`config.mk`:
```
export PLATFORM = sky130hd
export DESIGN_NAME = sap_control_sequencer
export DESIGN_NICKNAME = d
export VERILOG_FILES = /design/src/rtl/sap_control_sequencer.sv
export SDC_FILE = /design/constraint.sdc
export NUM_CORES = 1
export LEC_CHECK = 0
export CAP_MARGIN = 15
export CORE_AREA = 3 3 40 42
export CTS_CLUSTER_SIZE = 20
export DETAILED_ROUTE_END_ITERATION = 16
export DIE_AREA = 0 0 43 45
export DONT_BUFFER_PORTS = 1
export GPL_ROUTABILITY_DRIVEN = 0
export HOLD_SLACK_MARGIN = 0.02
export SYNTH_ARGS = -nofsm -noshare
export SYNTH_HDL_FRONTEND = slang
export SYNTH_SLANG_ARGS = --single-unit
```
`constraint.sdc`:
```
create_clock -name clk -period 1.65 [get_ports clk]
set_input_delay 0.165 -clock clk [delete_from_list [all_inputs] [get_ports clk]]
set_output_delay 0.165 -clock clk [all_outputs]
set_load 0.01 [all_outputs]
```
`src/rtl/sap_control_sequencer.sv`:
```
// SAP-1 control unit: T-state counter, sticky halt bit and combinational instruction decode.
// Optional macro SAP_SEQ_EARLY_END_EN: return to T0 right after an instruction's last busy T-state.
module sap_control_sequencer #(
  parameter int NUM_T      = 5,
  parameter int FLAG_C_BIT = 7,
  parameter int FLAG_Z_BIT = 6
) (
  input  logic       clk,
  input  logic       reset,
  input  logic [7:0] instr,
  input  logic [7:0] flags,
  output logic [2:0] t_state,
  output logic       pc_out,
  output logic       pc_inc,
  output logic       pc_load,
  output logic       mar_in,
  output logic       ram_out,
  output logic       ram_in,
  output logic       ir_in,
  output logic       ir_out,
  output logic       a_in,
  output logic       a_out,
  output logic       b_in,
  output logic       alu_out,
  output logic       alu_sub,
  output logic       out_in,
  output logic       f_latch,
  output logic       hlt
);

  localparam logic [3:0] OP_LDA = 4'h1, OP_ADD = 4'h2, OP_SUB = 4'h3, OP_STA = 4'h4,
                         OP_LDI = 4'h5, OP_JMP = 4'h6, OP_JC  = 4'h7, OP_JZ  = 4'h8,
                         OP_OUT = 4'hE, OP_HLT = 4'hF;
  localparam logic [2:0] T_LAST = 3'(NUM_T - 1);

  typedef struct packed {
    logic pc_out, pc_inc, pc_load, mar_in, ram_out, ram_in, ir_in, ir_out;
    logic a_in, a_out, b_in, alu_out, alu_sub, out_in, f_latch, hlt;
  } ctrl_t;

  logic [2:0] t_q, t_d;
  logic       halted_q, halted_d;
  logic [3:0] op;
  logic       jmp_take;
  logic [2:0] last_exec;
  ctrl_t      ctrl, ctrl_o;

  assign op = instr[7:4];

  always_comb begin
    jmp_take = 1'b0;
    case (op)
      OP_JC:   jmp_take = flags[FLAG_C_BIT];
      OP_JZ:   jmp_take = flags[FLAG_Z_BIT];
      default: jmp_take = 1'b0;
    endcase
  end

  always_comb begin
    case (op)
      OP_LDA, OP_STA: last_exec = 3'd3;
      OP_ADD, OP_SUB: last_exec = 3'd4;
      default:        last_exec = 3'd2;
    endcase
  end

  always_comb begin
    halted_d = halted_q;
    t_d      = t_q;
    if (halted_q) begin
      t_d = t_q;
    end else if (t_q == 3'd2 && op == OP_HLT) begin
      // Halt takes effect on the T2 edge; the counter parks at T3.
      halted_d = 1'b1;
      t_d      = 3'd3;
`ifdef SAP_SEQ_EARLY_END_EN
    end else if (t_q >= 3'd2 && t_q == last_exec) begin
      t_d = 3'd0;
`endif
    end else if (t_q == T_LAST) begin
      t_d = 3'd0;
    end else begin
      t_d = t_q + 3'd1;
    end
  end

  always_ff @(posedge clk or negedge reset) begin
    if (!reset) begin
      t_q      <= 3'd0;
      halted_q <= 1'b0;
    end else begin
      t_q      <= t_d;
      halted_q <= halted_d;
    end
  end

  always_comb begin
    ctrl = '0;
    if (halted_q) begin
      ctrl.hlt = 1'b1;
    end else begin
      case (t_q)
        3'd0: begin ctrl.pc_out = 1'b1; ctrl.mar_in = 1'b1; end
        3'd1: begin ctrl.ram_out = 1'b1; ctrl.ir_in = 1'b1; ctrl.pc_inc = 1'b1; end
        3'd2: begin
          case (op)
            OP_LDA, OP_ADD, OP_SUB, OP_STA: begin ctrl.ir_out = 1'b1; ctrl.mar_in = 1'b1; end
            OP_LDI: begin ctrl.ir_out = 1'b1; ctrl.a_in = 1'b1; end
            OP_JMP: begin ctrl.ir_out = 1'b1; ctrl.pc_load = 1'b1; end
            OP_JC, OP_JZ: begin ctrl.ir_out = jmp_take; ctrl.pc_load = jmp_take; end
            OP_OUT: begin ctrl.a_out = 1'b1; ctrl.out_in = 1'b1; end
            OP_HLT: ctrl.hlt = 1'b1;
            default: ;
          endcase
        end
        3'd3: begin
          case (op)
            OP_LDA:         begin ctrl.ram_out = 1'b1; ctrl.a_in = 1'b1; end
            OP_ADD, OP_SUB: begin ctrl.ram_out = 1'b1; ctrl.b_in = 1'b1; end
            OP_STA:         begin ctrl.a_out = 1'b1; ctrl.ram_in = 1'b1; end
            default: ;
          endcase
        end
        3'd4: begin
          if (op == OP_ADD || op == OP_SUB) begin
            ctrl.alu_out = 1'b1;
            ctrl.a_in    = 1'b1;
            ctrl.f_latch = 1'b1;
            ctrl.alu_sub = (op == OP_SUB);
          end
        end
        default: ;
      endcase
    end
  end

  // Reset forces every control low even though the decode of T0 is non-empty.
  assign ctrl_o  = reset ? ctrl : '0;
  assign t_state = t_q;

  assign {pc_out, pc_inc, pc_load, mar_in, ram_out, ram_in, ir_in, ir_out,
          a_in, a_out, b_in, alu_out, alu_sub, out_in, f_latch, hlt} = ctrl_o;

  logic unused_bits;
  assign unused_bits = ^{1'b0, instr[3:0], flags, last_exec};

endmodule

```
==> flow_metrics.py <==
metrics = {
    "cts": {
        "clock_latency_ps": 230,
        "clock-root-buffer": "clkbuf_4",
        "cts_made_buffers": 3,
        "htree_levels": 1,
        "tritoncts": "built",
        "clockBufferDepth": 2,
        "clock_sinks": 4,
        "path_clk_slew_ps": 40,
    },
    "grt": {
        "grt_max_degree": 13,
        "antenna_found_initial": 0,
        "grtUsageTotal_pct": 18.3,
        "grt_overflow": 0,
        "grt_pass1_vias": 589,
        "grt_pass1_wl_mm": 2.71,
    },
    "floorplan": {
        "dieHeight_um": 45,
        "die-area_um2": 1940,
        "coreArea_um2": 1280,
        "io_pins": 37,
        "fp.dieW_um": 43,
        "num_rows": 13,
        "start_util_pct": 46.3,
    },
    "place": {
        "io_buffers": 0,
        "dp_hpwl_mm": 1.08,
        "pre_cts_ws_ps": 39.3,
    },
    "cells_and_area": {
        "mostFrequentLayoutCell": "buf_4",
        "fin_nets": 118,
        "drive_gt1_share_pct": 48.4,
        "layout_common_cells": "buf_4, nand2_1, nor3_1, nor2_1, dfrtp_1",
        "diodes": 0,
        "syn_to_final_growth_pct": 48.6,
        "nFillCells": 114,
    },
    "synth": {
        "yosysSeqAreaShare_pct": 16.8,
        "synth_area_um2": 594,
        "syn_avg_cell_area_um2": 7.82,
        "synth.distinct_cells": 37,
        "ys_seq_elements": 4,
        "synth_top_area_share_pct": 16.8,
        "yosysTopAreaCell": "dfrtp_1",
        "synth_warnings": 0,
        "syn-instance-count": 76,
        "synth_area_leaders": "dfrtp_1, ha_1, buf_4",
        "synth.net_count": 99,
    },
    "sta": {
        "clock.fmax_mhz": 546,
        "relSlewSlack_pct": 78.6,
        "setup_viol": 6,
        "hold_viol": 0,
        "fin_crit_ps": 1830,
        "finalCritPeriodShare_pct": 111,
        "worstMarginPinSlew_ps": 321,
        "rsz0062_at_grt": "true",
        "fin_skew_ps": 0.686,
        "fin_setup_tns_ps": -533,
        "slew_violations": 0,
        "setup_slack_ps": -180,
    },
    "critical_path": {
        "cp_slowest_cell": "dfrtp_1",
        "crit_chain": "ha_2, ha_4, nor2b_4, a31oi_1, nor4_1, buf_4",
        "path_max_fanout": 4,
        "path_buf_inv": 1,
        "cp.arrival_ps": 1660,
        "crit_required_ps": 1480,
        "worst_setup_path_start_kind": "flop",
        "timing.rr.start": "t_state[1]$_DFFE_PN0N_",
        "r2r_setup_slack_ps": 30,
        "crit_path_max_incr_delay_ps": 400,
        "critical_path_class": "flop to output port",
        "cp_top_family": "flip-flops",
        "crit_path_start": "t_state[0]$_DFFE_PN0N_",
        "critPathCaptureType": "output port",
    },
    "run_status": {
        "status": "finished with violations",
        "failed_checks": "setup timing",
    },
    "routing": {
        "ant_nets": 0,
        "drcViolationCount": 0,
        "routed_wl_mm": 1.63,
        "firstDrtPassIters": 4,
        "viasPerCell": 5.81,
        "wl_per_cell_um": 15.1,
        "num_vias": 628,
        "drtIter0Drc": 20,
    },
    "power_and_ir_drop": {
        "vdd_ir_drop_max_uv": 949,
        "p_leak_nw": 0.367,
        "powerDensity_nw_per_um2": 1460,
    },
    "worst_hold_path": {
        "hp-class": "input pin to async pin",
    },
    "run": {
        "cap_violations": 0,
    },
}
[cells by family after synthesis]
kind of cell    share of synthesized area, %
buf+inv                                 12.2
fa+ha+maj                               10.5
simple gates                            37.1
flops                                   16.8
compound gates                          23.4
[Yosys cell counts (all sizes together)]
master and count:
o31a 2, a21boi 1, o31ai 1, o211ai 1, a41oi 1, nor2 6, and4bb 1, a221oi 1
o21ai 3, inv 5, nand2b 1, nor3 4, and4 1, dfrtp 4, nand3 2, buf 7
nand4b 1, a31oi 1, nand2 8, or3 1, nand4 1, a211o 1, o21a 2, and3b 1
nor4 2, and3 2, ha 5, a211oi 1, nor4b 1, a21oi 2, nor2b 3, a21o 1
or2 2
[worst paths after layout]
path                                     endpoint  depth (start not counted)
max                                       ram_out                          6
min                            halted_q$_DFF_PN0_                          1
max reg2reg                t_state[0]$_DFFE_PN0N_                          8
min reg2reg                t_state[1]$_DFFE_PN0N_                          3
max in group asynchronous  t_state[0]$_DFFE_PN0N_                          1
min in group clk                           ram_in                          1
[report_power, final]
group	switching, mW	total, mW	internal [mW]
clock	0.0376	0.119	0.0812
combinational	0.440	0.950	0.509
sequential	0.0739	0.225	0.151
[layer usage]
layer  track usage, %  wire (µm)
met1             22.8        716
met2             29.6        820
met3             4.38         97
met4             9.04          0
met5                0          0
[registers in the layout (all words and copies together) (netlist names)]
register  flops
t_state       3
halted_q      1
[repair_timing]
item,4_1_cts,5_1_grt
hold buffers,1,0
buffers inserted,3,5
resized for setup,13,16
endpoints found under the hold margin,4,0
endpoints found under the setup margin,12,11
pin swaps,3,7
[layout make-up]
class / count / area [µm²] / share of cell area, %
timing repair buffer: 21 / 171 / 19.4
inverter: 5 / 18.8 / 2.12
clock buffer: 3 / 22.5 / 2.55
sequential: 4 / 100 / 11.3
tap: 15 / 18.8 / 2.12
multi-input combinational: 60 / 552 / 62.5
[stage by stage]
stage | cell area [µm²] | power [mW] | utilization (%) | hold WS, ps | instances
floorplan | 594 | 0.680 | - | -131 | 76
global placement | 649 | 0.835 | 50.5 | -130 | 96
detailed placement | 649 | 0.848 | 50.5 | -130 | 96
CTS | 756 | 1.11 | 58.8 | 199 | 103
global route | 883 | 1.40 | 68.7 | 196 | 108
finish | 883 | 1.29 | 68.7 | 202 | 108
No activity file was read; power rests on OpenSTA's default activity.
